==> config.mk <==
export PLATFORM = sky130hd
export DESIGN_NAME = bk_sector_ctrl
export DESIGN_NICKNAME = d
export VERILOG_FILES = /design/src/rtl/bk_sector_ctrl.sv
export SDC_FILE = /design/constraint.sdc
export NUM_CORES = 1
export LEC_CHECK = 0
export ABC_AREA = 1
export BUFFER_PORTS_ARGS = -buffer_cell sky130_fd_sc_hd__buf_2
export CORE_ASPECT_RATIO = 1.1
export CORE_MARGIN = 2
export CORE_UTILIZATION = 44
export DETAILED_ROUTE_END_ITERATION = 8
export GPL_ROUTABILITY_DRIVEN = 0
export GPL_TIMING_DRIVEN = 0
export PLACE_DENSITY = 0.87
export REMOVE_ABC_BUFFERS = 1
export SKIP_CTS_REPAIR_TIMING = 1
export SLEW_MARGIN = 10
export SYNTH_ARGS = -nofsm -noshare
export SYNTH_HDL_FRONTEND = slang
export SYNTH_SLANG_ARGS = --single-unit
==> constraint.sdc <==
create_clock -name clk_sys -period 1.6 [get_ports clk_sys]
set_clock_uncertainty 0.1 [all_clocks]
set_input_delay 0.16 -clock clk_sys [delete_from_list [all_inputs] [get_ports clk_sys]]
set_output_delay 0.16 -clock clk_sys [all_outputs]
set_load 0.05 [all_outputs]
==> src/rtl/bk_sector_ctrl.sv <==
// Backup-RAM sector transfer sequencer between on-chip NVRAM and the HPS save image.
// Handles runtime sector count, dirty tracking, autosave and ack timeout.
module bk_sector_ctrl #(
   parameter int unsigned SECTOR_BITS = 6,
   parameter logic [23:0] TIMEOUT     = 24'd0
) (
   input  logic                   clk_sys,
   input  logic                   reset,
   input  logic                   bk_ena,
   input  logic                   load_req,
   input  logic                   save_req,
   input  logic                   autoload,
   input  logic                   autosave_req,
   input  logic                   img_nz,
   input  logic [SECTOR_BITS-1:0] last_sec,
   input  logic                   nvram_we,
   input  logic                   sd_ack,
   output logic [31:0]            sd_lba,
   output logic                   sd_rd,
   output logic                   sd_wr,
   output logic                   bk_loading,
   output logic                   bk_state,
   output logic                   dirty,
   output logic                   done,
   output logic                   err
);

   localparam int unsigned CNT_W = 24;

   typedef enum logic [1:0] {IDLE, REQ, XFER} state_t;

   state_t                 state, state_n;
   logic                   old_load, old_save, old_ack;
   logic [SECTOR_BITS-1:0] lba_q, lba_n, last_q, last_n;
   logic [CNT_W-1:0]       cnt_q, cnt_n;
   logic                   rd_n, wr_n, loading_n, busy_n, dirty_n, done_n, err_n;
   logic                   start_load, start_save, clr_dirty;
   logic                   ack_rise, ack_fall;

   assign ack_rise = sd_ack & ~old_ack;
   assign ack_fall = ~sd_ack & old_ack;
   assign sd_lba   = 32'(lba_q);

   // State and output registers; request edge registers track inputs even while busy
   always_ff @(posedge clk_sys) begin
      if (reset) begin
         state      <= IDLE;
         old_load   <= 1'b0;
         old_save   <= 1'b0;
         old_ack    <= 1'b0;
         lba_q      <= '0;
         last_q     <= '0;
         cnt_q      <= '0;
         sd_rd      <= 1'b0;
         sd_wr      <= 1'b0;
         bk_loading <= 1'b0;
         bk_state   <= 1'b0;
         dirty      <= 1'b0;
         done       <= 1'b0;
         err        <= 1'b0;
      end else begin
         state      <= state_n;
         old_load   <= load_req & bk_ena;
         old_save   <= save_req & bk_ena;
         old_ack    <= sd_ack;
         lba_q      <= lba_n;
         last_q     <= last_n;
         cnt_q      <= cnt_n;
         sd_rd      <= rd_n;
         sd_wr      <= wr_n;
         bk_loading <= loading_n;
         bk_state   <= busy_n;
         dirty      <= dirty_n;
         done       <= done_n;
         err        <= err_n;
      end
   end

   // Next-state and next-output logic
   always_comb begin
      state_n    = state;
      lba_n      = lba_q;
      last_n     = last_q;
      cnt_n      = cnt_q;
      rd_n       = sd_rd;
      wr_n       = sd_wr;
      loading_n  = bk_loading;
      busy_n     = bk_state;
      done_n     = 1'b0;
      err_n      = 1'b0;
      clr_dirty  = 1'b0;
      start_load = (load_req & bk_ena & ~old_load) | (autoload & img_nz & bk_ena);
      start_save = (save_req & bk_ena & ~old_save) | (autosave_req & dirty & bk_ena);

      unique case (state)
         IDLE: begin
            if (start_load | start_save) begin
               state_n   = REQ;
               busy_n    = 1'b1;
               loading_n = start_load;
               rd_n      = start_load;
               wr_n      = ~start_load;
               lba_n     = '0;
               last_n    = last_sec;
               cnt_n     = '0;
            end
         end
         REQ: begin
            if (ack_rise) begin
               rd_n    = 1'b0;
               wr_n    = 1'b0;
               state_n = XFER;
            end else if (TIMEOUT != 24'd0) begin
               cnt_n = cnt_q + CNT_W'(1);
               if (cnt_n == TIMEOUT) begin
                  rd_n      = 1'b0;
                  wr_n      = 1'b0;
                  busy_n    = 1'b0;
                  loading_n = 1'b0;
                  err_n     = 1'b1;
                  state_n   = IDLE;
               end
            end
         end
         XFER: begin
            if (ack_fall) begin
               if (lba_q == last_q) begin
                  busy_n    = 1'b0;
                  loading_n = 1'b0;
                  done_n    = 1'b1;
                  clr_dirty = 1'b1;
                  state_n   = IDLE;
               end else begin
                  lba_n   = lba_q + SECTOR_BITS'(1);
                  rd_n    = bk_loading;
                  wr_n    = ~bk_loading;
                  cnt_n   = '0;
                  state_n = REQ;
               end
            end
         end
         default: state_n = IDLE;
      endcase

      // A core write in the same cycle as completion keeps the image dirty
      dirty_n = (nvram_we & ~bk_loading) ? 1'b1 : (clr_dirty ? 1'b0 : dirty);
   end

endmodule

==> impl_results.md <==
- # setup viols final: 0
- Clock buffer count from CTS: 3
- Critical path arrival: around 1.7 ns
- Drt drc: 6
- Slowest stage delay, CP: 0.54 ns
- Layout cells sized above 1: 0.246
- Htree depth: 1
- Post-synth cell types: 22
- Die Span X: around 59 um
- Peak VDD IR: ~0.00073 V
- Synthesized cell area: 0.00145 mm^2
- Worst setup EP type: flop
- Simple-gate share of the synthesized area: 0.318
- I/O pin cnt: 55
- Status: finished, violations left
- Synthesis-to-layout area growth: 15.5%
- Number of diodes: 0
- Post-Syn Area per Cell: 6.85 um^2
- Crit path from: sd_ack
- Total clock sinks: 23
- Yosys reg bits: 23
- Post-route clock period utilization: 0.962
- Die area: 0.00377 mm^2
- Final ANT Viol Nets: 0
- Post-Synth XOR/XNOR Area: 0.00603
- Pleak: around 0.85 nW
- Crit-path cells: dlygate4sd3_1 > buf_2 > inv_1 > nand2_1 > nand2_2 > nand2_2 > nor2_4 > nand2_4 > inv_1 > nor2_1 > nor2_1
- PortBufs: 27
- Clock Tree Buf Depth: 2
- Synth warn: 0
- Routed via count: ~1300
- Root Buffer: clkbuf_4
- Max cap viols: 0
- Fin Hold WS: -0.0194 ns
- Fmax: between 600 and 700 MHz
- Hold path start: bk_ena
- Worst setup margin: 0.0610 ns
- Total grt overflow: 0
- Final Max Tran Viols: 0
- Cell row count: 21
- Fillers: between 200 and 300
- Cell count after synthesis: around 210
- CP max FO: 6
- Critical path required time: about 1.8 ns
- Clk pin slew, worst setup/hold paths: around 0.13 ns
- DRT Wirelength: ~2.9 mm
- Pre-CTS setup slack: -0.127 ns
- Min-delay worst type: input pin to flop
- Vias in the first global route: 1088
- Die H: 64.2 um
- Synth Area in Compound Gates: 0.0974
- Cell Area, Placed: about 0.0015 mm^2
- Multi-input gate area: roughly 820 um^2
- DRT iter0 DRCs: 49
- Gr usage total: 0.149
- Worst-Skew Late Latency: between 0.3 and 0.4 ns
- DP Wirelength: around 2.1 mm
- Drt first pass iters: 6
- Setup CP Type: input pin to flop
- Core Footprint: between 0.003 and 0.004 mm^2
- CP startpoint kind: input pin
- Crit path time final: ~1.5 ns
- Wire per inst: between 10 and 15 um
- CTS tree: built
- Sequential-to-total area share from yosys stat: 0.317
- Nets@finish: 270
- Violated checks: design-rule violations, negative hold slack
- Post-synthesis mux area share: 0
- Global-route wire length before repair: roughly 4.5 mm
- Largest family of logic cells by synthesized area: simple AND/OR/NAND/NOR gates
- Largest net degree at the start of global routing: 14
- Initial Util: 0.468
- Register area: 472 um^2
- Drt via density: between 4 and 5
- Reg2reg start: state[1]
- Design area: approximately 0.0017 mm^2
- Adder-Cell Fraction of Synth Area: 0.0431
- Final Hold Fails: 1
- FF-to-FF setup slack: about 0.070 ns
- Slowest-stage cell, CP: dlygate4sd3_1
- Antenna violations before repair: 0
- RSZ-0062 raised after global routing: true
- P per Cell Area: ~1600 mW/mm^2
==> cell type report <==
class	count	share of cell area
well taps	34	0.0254
clock inverters	1	0.00299
flip-flops and latches	23	0.281
repair buffers	36	0.131
multi-input cells	159	0.487
clock buffers	3	0.0134
inverters	26	0.0582
==> layout by cell type (no fill, tap or decap), types with 3 or more instances in the layout <==
master,synthesis,final
nand2_1,47,44
conb_1,1,27
buf_2,1,27
nor2_1,26,25
inv_1,24,24
dfxtp_1,23,16
nand3_1,15,14
o21ai_0,13,11
a21oi_1,10,9
dlygate4sd3_1,0,7
dfxtp_2,0,6
nand2_2,2,5
nor2_4,3,3
a21oi_2,3,3
ha_1,5,3
clkbuf_4,0,3
==> critical path, delay by kind of cell <==
family / cells / cell delay, ns
AND/OR/NAND/NOR: 7 / 0.72
buffers and inverters: 4 / 0.82
==> synthesized netlist by cell type (all sizes together) <==
cell | n | area share
a21oi | 13 | 0.053
buf | 28 | 0.14
clkbuf | 2 | 0.0052
conb | 1 | 0.0026
dfxtp | 23 | 0.32
ha | 5 | 0.043
inv | 26 | 0.067
nand2 | 50 | 0.14
nand3 | 15 | 0.052
nand4 | 3 | 0.023
nor2 | 30 | 0.095
nor3b | 2 | 0.010
o21ai | 13 | 0.045
xor2 | 1 | 0.0060
==> per-stage QoR <==
step | total power, mW | setup TNS [ns] | hold slack [ns] | util | instances
2_1_floorplan | 2.01 | -1.32 | 0.122 | - | 208
3_3_place_gp | 2.24 | -0.765 | 0.288 | 0.487 | 269
3_5_place_dp | 2.28 | -1.25 | 0.295 | 0.487 | 269
4_1_cts | 2.55 | -1.39 | -0.0377 | 0.496 | 273
5_1_grt | 2.96 | -0.128 | 0.000502 | 0.541 | 282
6_report | 2.73 | 0 | -0.0194 | 0.541 | 282
==> cell families after synthesis <==
group                    after synthesis
XOR/XNOR                               1
AO/OA/AOI/OAI                         26
flip-flops                            23
AND/OR/NAND/NOR                      100
buffers and inverters                 56
other                                  1
adder cells (fa/ha/maj)                5
==> routing by layer <==
metal | global-route usage | up-vias | share of wire
met4 | 0.0625 | 0 | 0.014
met5 | 0 | - | 0
li1 | - | 680 | -
met2 | 0.238 | 42 | 0.50
met1 | 0.194 | 611 | 0.43
met3 | 0.0263 | 5 | 0.056
==> path summary, 6_finish.rpt <==
path / to / cells past startpoint
hold reg to reg: bk_state / 2
setup / recovery: lba_q[4] / 11
hold / removal: old_load / 3
setup reg to reg: lba_q[4] / 9
==> registers in the layout, summed over array words and instances (netlist names) <==
register    cells
sd_rd           1
done            1
sd_wr           1
bk_state        1
state           2
lba_q           6
old_load        1
dirty           1
last_q          6
bk_loading      1
old_save        1
old_ack         1
==> report_power, final <==
group	leakage [nW]	internal, mW	total, mW	switching [mW]
registers	0.192	0.722	0.818	0.0967
clock network	0.0177	0.0936	0.274	0.180
logic	0.640	0.502	1.64	1.14
(Power assumes the default switching activity.)
